==> src/rtl/mmio_uart_tx_if.sv <==
// rtl/mmio_uart_tx_if.sv - CPU data-bus bundle shared by the UART transmitter and its bus master
interface mmio_uart_tx_if;
  logic [31:0] AddressBus;
  logic [31:0] WrData;
  logic [2:0]  ControlBus;
  logic [31:0] RdData;

  modport master (
    output AddressBus,
    output WrData,
    output ControlBus,
    input  RdData
  );

  modport slave (
    input  AddressBus,
    input  WrData,
    input  ControlBus,
    output RdData
  );
endinterface

==> src/rtl/mmio_uart_tx.sv <==
// rtl/mmio_uart_tx.sv - memory-mapped 8N1 UART transmitter with TX FIFO and baud divisor
module mmio_uart_tx #(
  parameter logic [31:0]      BASE_ADDR   = 32'h0000_1000,
  parameter int               FIFO_DEPTH  = 4,
  parameter int               DIV_W       = 16,
  parameter logic [DIV_W-1:0] DEFAULT_DIV = 16
) (
  input  logic               InputClk,
  input  logic               rst,
  mmio_uart_tx_if.slave      bus,
  output logic               tx,
  output logic               busy
);
  localparam int PTR_W = $clog2(FIFO_DEPTH);
  localparam int CNT_W = PTR_W + 1;

  typedef enum logic [1:0] {IDLE, START, DATA, STOP} state_t;

  state_t             state_q, state_d;
  logic [7:0]         fifo_q [FIFO_DEPTH];
  logic [PTR_W-1:0]   wr_ptr_q, rd_ptr_q;
  logic [CNT_W-1:0]   count_q, count_d;
  logic               ovf_q, ovf_d;
  logic [DIV_W-1:0]   div_q, div_d;
  logic [DIV_W-1:0]   div_act_q, div_act_d;
  logic [DIV_W-1:0]   div_cnt_q, div_cnt_d;
  logic [2:0]         bit_idx_q, bit_idx_d;
  logic [7:0]         shift_q, shift_d;
  logic               tx_q, tx_d;
  logic               busy_q;

  logic       sel, rd_en, wr_en;
  logic [1:0] offset;
  logic       full, empty, pop, push_req, push, ovf_set, ovf_clr, bit_end;
  logic [DIV_W-1:0] wr_div;
  logic       unused_bits;

  assign sel         = (bus.AddressBus[31:4] == BASE_ADDR[31:4]);
  assign offset      = bus.AddressBus[3:2];
  assign rd_en       = sel && bus.ControlBus[1];
  assign wr_en       = sel && bus.ControlBus[2];
  assign unused_bits = ^{bus.AddressBus[1:0], bus.ControlBus[0], bus.WrData};

  assign full     = (count_q == CNT_W'(FIFO_DEPTH));
  assign empty    = (count_q == '0);
  assign push_req = wr_en && (offset == 2'd0);
  // A full FIFO still takes a push when the transmitter frees a slot on the same edge.
  assign push     = push_req && (!full || pop);
  assign ovf_set  = push_req && full && !pop;
  assign ovf_clr  = wr_en && (offset == 2'd1) && bus.WrData[3];
  assign bit_end  = (div_cnt_q == div_act_q - DIV_W'(1));
  assign wr_div   = bus.WrData[DIV_W-1:0];

  always_comb begin
    state_d   = state_q;
    div_act_d = div_act_q;
    div_cnt_d = div_cnt_q;
    bit_idx_d = bit_idx_q;
    shift_d   = shift_q;
    pop       = 1'b0;
    case (state_q)
      IDLE: begin
        if (!empty) begin
          pop       = 1'b1;
          shift_d   = fifo_q[rd_ptr_q];
          div_act_d = div_q;
          div_cnt_d = '0;
          state_d   = START;
        end
      end
      START: begin
        if (bit_end) begin
          div_cnt_d = '0;
          bit_idx_d = '0;
          state_d   = DATA;
        end else begin
          div_cnt_d = div_cnt_q + DIV_W'(1);
        end
      end
      DATA: begin
        if (bit_end) begin
          div_cnt_d = '0;
          shift_d   = {1'b0, shift_q[7:1]};
          if (bit_idx_q == 3'd7) begin
            state_d = STOP;
          end else begin
            bit_idx_d = bit_idx_q + 3'd1;
          end
        end else begin
          div_cnt_d = div_cnt_q + DIV_W'(1);
        end
      end
      STOP: begin
        if (bit_end) begin
          div_cnt_d = '0;
          if (!empty) begin
            pop       = 1'b1;
            shift_d   = fifo_q[rd_ptr_q];
            div_act_d = div_q;
            state_d   = START;
          end else begin
            state_d = IDLE;
          end
        end else begin
          div_cnt_d = div_cnt_q + DIV_W'(1);
        end
      end
      default: state_d = IDLE;
    endcase

    // tx follows the next state so the line changes on the same edge as the FSM.
    case (state_d)
      START:   tx_d = 1'b0;
      DATA:    tx_d = shift_d[0];
      default: tx_d = 1'b1;
    endcase
  end

  always_comb begin
    count_d = count_q + CNT_W'(push) - CNT_W'(pop);
    ovf_d   = ovf_set ? 1'b1 : (ovf_clr ? 1'b0 : ovf_q);
    div_d   = div_q;
    if (wr_en && (offset == 2'd2)) begin
      div_d = (wr_div == '0) ? DIV_W'(1) : wr_div;
    end
  end

  always_ff @(posedge InputClk) begin
    if (push) begin
      fifo_q[wr_ptr_q] <= bus.WrData[7:0];
    end
  end

  always_ff @(posedge InputClk or negedge rst) begin
    if (!rst) begin
      state_q   <= IDLE;
      wr_ptr_q  <= '0;
      rd_ptr_q  <= '0;
      count_q   <= '0;
      ovf_q     <= 1'b0;
      div_q     <= DEFAULT_DIV;
      div_act_q <= DEFAULT_DIV;
      div_cnt_q <= '0;
      bit_idx_q <= '0;
      shift_q   <= '0;
      tx_q      <= 1'b1;
      busy_q    <= 1'b0;
    end else begin
      state_q   <= state_d;
      if (push) wr_ptr_q <= wr_ptr_q + 1'b1;
      if (pop)  rd_ptr_q <= rd_ptr_q + 1'b1;
      count_q   <= count_d;
      ovf_q     <= ovf_d;
      div_q     <= div_d;
      div_act_q <= div_act_d;
      div_cnt_q <= div_cnt_d;
      bit_idx_q <= bit_idx_d;
      shift_q   <= shift_d;
      tx_q      <= tx_d;
      busy_q    <= (state_d != IDLE);
    end
  end

  always_comb begin
    bus.RdData = '0;
    if (rd_en) begin
      case (offset)
        2'd1:    bus.RdData = {20'd0, 4'(count_q), 4'd0, ovf_q, busy_q, empty, full};
        2'd2:    bus.RdData = 32'(div_q);
        default: bus.RdData = '0;
      endcase
    end
  end

  assign tx   = tx_q;
  assign busy = busy_q;
endmodule

==> src/flat_wrapper.sv <==
// flat-port wrapper written by rule: the top's interface ports become plain ports
module mmio_uart_tx_flat 
#(
  parameter logic [31:0]      BASE_ADDR   = 32'h0000_1000,
  parameter int               FIFO_DEPTH  = 4,
  parameter int               DIV_W       = 16,
  parameter logic [DIV_W-1:0] DEFAULT_DIV = 16
)
  (InputClk, rst, tx, busy, bus_AddressBus, bus_WrData, bus_ControlBus, bus_RdData);
  mmio_uart_tx_if bus_i ();
  input  logic InputClk;
  input  logic rst;
  output logic tx;
  output logic busy;
  input wire logic [$bits(bus_i.AddressBus)-1:0] bus_AddressBus;
  input wire logic [$bits(bus_i.WrData)-1:0] bus_WrData;
  input wire logic [$bits(bus_i.ControlBus)-1:0] bus_ControlBus;
  output wire logic [$bits(bus_i.RdData)-1:0] bus_RdData;
  assign bus_i.AddressBus = bus_AddressBus;
  assign bus_i.WrData = bus_WrData;
  assign bus_i.ControlBus = bus_ControlBus;
  assign bus_RdData = bus_i.RdData;
  mmio_uart_tx #(.BASE_ADDR(BASE_ADDR), .FIFO_DEPTH(FIFO_DEPTH), .DIV_W(DIV_W), .DEFAULT_DIV(DEFAULT_DIV)) u_core (.InputClk(InputClk), .rst(rst), .bus(bus_i), .tx(tx), .busy(busy));
endmodule
==> config.mk <==
export PLATFORM = sky130hd
export DESIGN_NAME = mmio_uart_tx_flat
export DESIGN_NICKNAME = d
export VERILOG_FILES = /design/src/rtl/mmio_uart_tx_if.sv /design/src/rtl/mmio_uart_tx.sv /design/src/flat_wrapper.sv
export SDC_FILE = /design/constraint.sdc
export NUM_CORES = 1
export LEC_CHECK = 0
export BUFFER_PORTS_ARGS = -buffer_cell sky130_fd_sc_hd__buf_2
export CAP_MARGIN = 20
export CORE_MARGIN = 4
export CORE_UTILIZATION = 54
export CTS_BUF_LIST = sky130_fd_sc_hd__clkbuf_8
export DETAILED_ROUTE_END_ITERATION = 16
export PLACE_DENSITY_LB_ADDON = 0.08
export SLEW_MARGIN = 20
export SYNTH_ARGS = -nofsm -noshare
export SYNTH_HDL_FRONTEND = slang
export SYNTH_SLANG_ARGS = --single-unit
==> constraint.sdc <==
create_clock -name InputClk -period 11.04 [get_ports InputClk]
set_input_delay 2.208 -clock InputClk [delete_from_list [all_inputs] [get_ports InputClk]]
set_output_delay 2.208 -clock InputClk [all_outputs]
set_load 0.005 [all_outputs]
# == Word-level counts from Yosys, hierarchy flattened ==
# Memory sizes are Yosys's and may differ from the RTL's.
# Cells that the tools add are included.
# word_totals
output_inout_bits,34
wordCells,94
register_bits,71
mem_bits_rw,32
mem_count,1
# mem_list
name,words,width,rd,rd_ports_with_merged_regs,write_ports,line,rtl
u_core.fifo_q,4,8,1,0,1,mmio_uart_tx.sv:20,logic [7:0] fifo_q [FIFO_DEPTH];
# classes
mux,32
reduce_logical,25
eq_ne,16
n_addsub,7
# op_table
cell,count
16-bit one-hot mux with 2 select lines,3
16-bit 2-to-1 mux,5
32-bit 2-to-1 mux,1
28-bit by 9-bit == test with 1-bit output (second input constant),1
8-bit 2-to-1 mux,3
8-bit one-hot mux with 3 select lines,1
16-bit by 1-bit adder with 16-bit output (second input constant),1
16-bit == test,1
16-bit logical NOT,1
16-bit by 1-bit subtractor with 16-bit output (second input constant),1
2-bit 2-to-1 mux,5
1-bit logical AND,9
3-bit 2-to-1 mux,3
2-bit == test (second input constant),4
2-bit one-hot mux with 4 select lines,1
2-bit nonzero test,4
1-bit 2-to-1 mux,7
2-bit by 1-bit == test with 1-bit output (second input constant),3
3-bit == test (second input constant),2
2-bit by 1-bit != test with 1-bit output (second input constant),3
3-bit one-hot mux with 2 select lines,1
2-bit by 1-bit adder with 2-bit output (second input constant),2
2-bit logical NOT,2
2-bit != test (second input constant),2
other kinds (12),14

# == Depth between registers and ports, before layout ==
# logic_depth
word_depth,8
depth_mapped,13
ltp_nobuf,13

# == Least setup slack after synthesis ==
# Ideal clock, no wire load.
# synth_timing
kind,input -> output
from,in bus_AddressBus[13]
to,out bus_RdData[11]
n_path_buf,1
arrival_ns,3.260
setup_slack_ns,5.572
path_stages,6
path_cell_list,nor4b_1 -> nand4_1 -> nor2_1 -> and3_1 -> clkbuf_1 -> and2_1
# synth_between
elab_chain_cells,3
# synth_lines
element,line,rtl
start: declaration,flat_wrapper.sv:15,input wire logic [$bits(bus_i.AddressBus)-1:0] bus_AddressBus;
28-bit by 9-bit == test with 1-bit output,mmio_uart_tx.sv:38,assign sel = (bus.AddressBus[31:4] == BASE_ADDR[31:4]);
1-bit logical AND,mmio_uart_tx.sv:40,assign rd_en = sel && bus.ControlBus[1];
32-bit 2-to-1 mux,mmio_uart_tx.sv:166,if (rd_en) begin
end: declaration,flat_wrapper.sv:18,output wire logic [$bits(bus_i.RdData)-1:0] bus_RdData;
# Every way passes these cells.

# == Final worst setup path ==
# layout_timing
from,in bus_AddressBus[13]
to,out bus_RdData[7]
# The elaborated chain is that of the path after synthesis.

==> results.json <==
{
  "outcome": "complete, no violations",
  "crit_path_start_kind": "primary input",
  "swShare_pct": 23.09,
  "syn-cell-area_mm2": 0.005569,
  "vias_per_cell": 5.645,
  "tns_ns": 0,
  "hold_violations": 0,
  "antennaDiodeCount": 0,
  "p_sw_w": 0.0001534,
  "async_flop_share_pct": 68.93,
  "met1_length_mm": 5.466,
  "synth-seq-area-share_pct": 49.22,
  "post-cts-setup-buffer-count": 0,
  "timing.final.crit_share_pct": 53.57,
  "vias": 3991,
  "dp_hpwl_mm": 8.502,
  "grt_max_degree": 72,
  "antenna_found_initial": 0,
  "worst_pin_slew_ns": 0.9367,
  "path_clk_slew_ns": 0.09,
  "reg2reg_from": "u_core.div_act_q[3]$_DFFE_PN0P_",
  "cts.htree.levels": 3,
  "hold_class": "flip-flop to flip-flop",
  "wl_met3_um": 724,
  "fin_skew_ns": 0.008388,
  "cp-end-kind": "output port",
  "drive_above_1_share_pct": 23.87,
  "clock_latency_ns": 0.38,
  "final_nets": 656,
  "vdd_ir_drop_max_mv": 0.09305,
  "worstPathArrival_ns": 3.71,
  "cts_resized": 0,
  "clockPowerShare_pct": 37.4,
  "setup_violations": 0,
  "die_area_mm2": 0.01200,
  "dr_wl_met2_mm": 5.300,
  "power_w": 0.0006646,
  "seqPwrFrac_pct": 59.2,
  "ant_nets": 0,
  "yosys_warnings": 0,
  "ios": 103,
  "fp.dieW_um": 109.6,
  "synth_ff_type": "dfrtp_1",
  "cts_root_buffer": "clkbuf_8",
  "drt_wl_total_mm": 11.63,
  "globalplace.congestion": 0.8394,
  "start_util_pct": 56.20,
  "track_usage_pct": 21.03,
  "wl_per_cell_um": 16.45,
  "cp-endpoint": "bus_RdData[7]",
  "grt_overflow_total": 0,
  "grt_pass1_vias": 3928,
  "cts_made_buffers": 9,
  "worstSetupPathType": "primary input to output port",
  "core-area_mm2": 0.009910,
  "route.detailed.drc": 0,
  "p_per_area_mw_per_mm2": 107.6,
  "max_freq_mhz": 169.1,
  "max_slew_margin_pct": 37.32,
  "worstReg2RegEnd": "u_core.count_q[1]$_DFF_PN0_",
  "intPower_w": 0.0005112,
  "syn2layout_area_growth_pct": 10.90,
  "cp-startpoint": "bus_AddressBus[13]",
  "drt-initial-drc-count": 192,
  "synth_edf_count": 32,
  "fp.dieH_um": 109.6,
  "crit_required_ns": 8.83,
  "nFillCells": 828,
  "io_buffers": 67,
  "rsz0062_at_grt": "no",
  "finalCriticalPeriod_ns": 5.914,
  "hold_buffers": 0,
  "first_pass_iters": 4,
  "comb_power_share_pct": 3.4,
  "ys_types": 64,
  "maxCapViolations": 0,
  "clock-sinks": 103,
  "reg2reg_depth": 10,
  "r2r_slack_ns": 6.49,
  "worstPathMaxFanout": 9,
  "p_leak_nw": 2.802,
  "ys_ff_latch": 103,
  "dr.max_layer_used": "met4",
  "rows": 36,
  "synthCells": 505,
  "cts_tree": "yes",
  "avgSynthCellArea_um2": 11.03,
  "clockBufferDepth": 2,
  "grt_pass1_wl_mm": 19.20,
  "drv_slew": 0
}
[power by group through the flow]
stage | registers, W | clock network, W | logic (W)
after floorplan | 0.000401 | 0 | 0.00000837
after global placement | 0.000401 | 0 | 0.0000225
after detailed placement | 0.000401 | 0 | 0.0000230
after CTS | 0.000393 | 0.000258 | 0.0000230
after global routing | 0.000393 | 0.000273 | 0.0000262
final | 0.000393 | 0.000249 | 0.0000225
[critical path: stages]
cell and delay (ns):
buf_2 0.11, nor4b_1 0.34, nand4_1 0.14, nor2_1 0.25
and3_1 0.37, and2_1 0.18, buf_2 0.11
[synthesized netlist by cell type, types with 4 or more instances]
master / n / area share, %
mux2_2: 32 / 6.5
ha_1: 17 / 3.8
a22oi_1: 6 / 0.81
inv_1: 14 / 0.94
xor2_1: 16 / 2.5
nor4_1: 18 / 2.0
o21a_1: 7 / 0.94
dfrtp_1: 68 / 31
a21oi_1: 5 / 0.45
and3_1: 10 / 1.1
edfxtp_1: 32 / 17
nand3_1: 18 / 1.6
nand2_1: 41 / 2.8
nand2b_1: 4 / 0.45
nand4_1: 6 / 0.67
mux2i_1: 10 / 1.8
nor3_1: 12 / 1.1
buf_4: 17 / 2.3
mux4_2: 8 / 3.2
xnor2_1: 9 / 1.4
clkbuf_1: 12 / 0.81
nor2_1: 35 / 2.4
o21ai_0: 40 / 3.6
and2_1: 15 / 1.7
[layer usage]
layer / global-route usage (%) / vias to the layer above
met5: 0 / -
met4: 5.699 / 0
met3: 5.872 / 11
met2: 32.48 / 126
met1: 29.35 / 1908
li1: - / 1946
[how the worst min path moves through the flow]
| stage | from | endpoint | cells after the start |
|---|---|---|---|
| finish | u_core.ovf_q$_DFFE_PN0P_ | u_core.ovf_q$_DFFE_PN0P_ | 2 |
| global route | u_core.shift_q[1]$_DFFE_PN0P_ | u_core.shift_q[1]$_DFFE_PN0P_ | 2 |
| CTS | u_core.ovf_q$_DFFE_PN0P_ | u_core.ovf_q$_DFFE_PN0P_ | 2 |
| detailed placement | u_core.ovf_q$_DFFE_PN0P_ | u_core.ovf_q$_DFFE_PN0P_ | 2 |
| global placement | u_core.bit_idx_q[2]$_DFFE_PN0P_ | u_core.bit_idx_q[2]$_DFFE_PN0P_ | 2 |
| floorplan | u_core.ovf_q$_DFFE_PN0P_ | u_core.ovf_q$_DFFE_PN0P_ | 2 |
[metrics by stage]
stage	area (µm²)	std cells	setup slack, ns	util, %	hold WS [ns]
6_report	6176	707	5.126	62.32	0.4912
5_1_grt	6176	707	4.963	62.32	0.5432
4_1_cts	6176	707	5.082	62.32	0.4942
3_5_place_dp	5963	691	5.090	60.18	0.4719
3_3_place_gp	5963	691	5.153	60.18	0.4668
2_1_floorplan	5625	520	5.572	-	0.4486
[cell type report]
class	instances	area, µm²	area share (%)
clock inverters	7	88.84	1.438
flip-flops and latches	103	2741	44.39
clock buffers	9	123.9	2.006
multi-input cells	371	2645	42.83
repair buffers	70	357.8	5.794
inverters	14	52.55	0.8509
well taps	133	166.4	2.694
[sequential cells by signal (all words and copies together), names as in the netlist]
signal / flops
u_core.state_q: 2
u_core.wr_ptr_q: 2
u_core.rd_ptr_q: 2
u_core.fifo_q: 32
u_core.div_cnt_q: 16
u_core.busy: 1
u_core.count_q: 3
u_core.div_q: 16
u_core.tx: 1
u_core.ovf_q: 1
u_core.bit_idx_q: 3
u_core.div_act_q: 16
u_core.shift_q: 8
[kinds of logic after synthesis]
| logic type | Yosys count | share of synthesized area, % |
|---|---|---|
| mux | 50 | 11.50 |
| other cells | 1 | 0.06734 |
| compound gates | 86 | 10.36 |
| simple gates | 176 | 16.45 |
| xor+xnor | 25 | 3.932 |
| flops | 103 | 49.22 |
| fa+ha+maj | 18 | 4.179 |
| buf+inv | 46 | 4.291 |
[cell usage in the layout (no fill, tap or decap), drive strengths merged, types with 15 or more instances in the layout]
cell and n:
nor4 20, edfxtp 32, nand3 18, ha 17
nand2 41, o21ai 43, conb 16, mux2 32
buf 70, nor2 35, dfrtp 68, inv 17
xor2 16, and2 15
No activity file was read; power rests on OpenSTA's default activity.
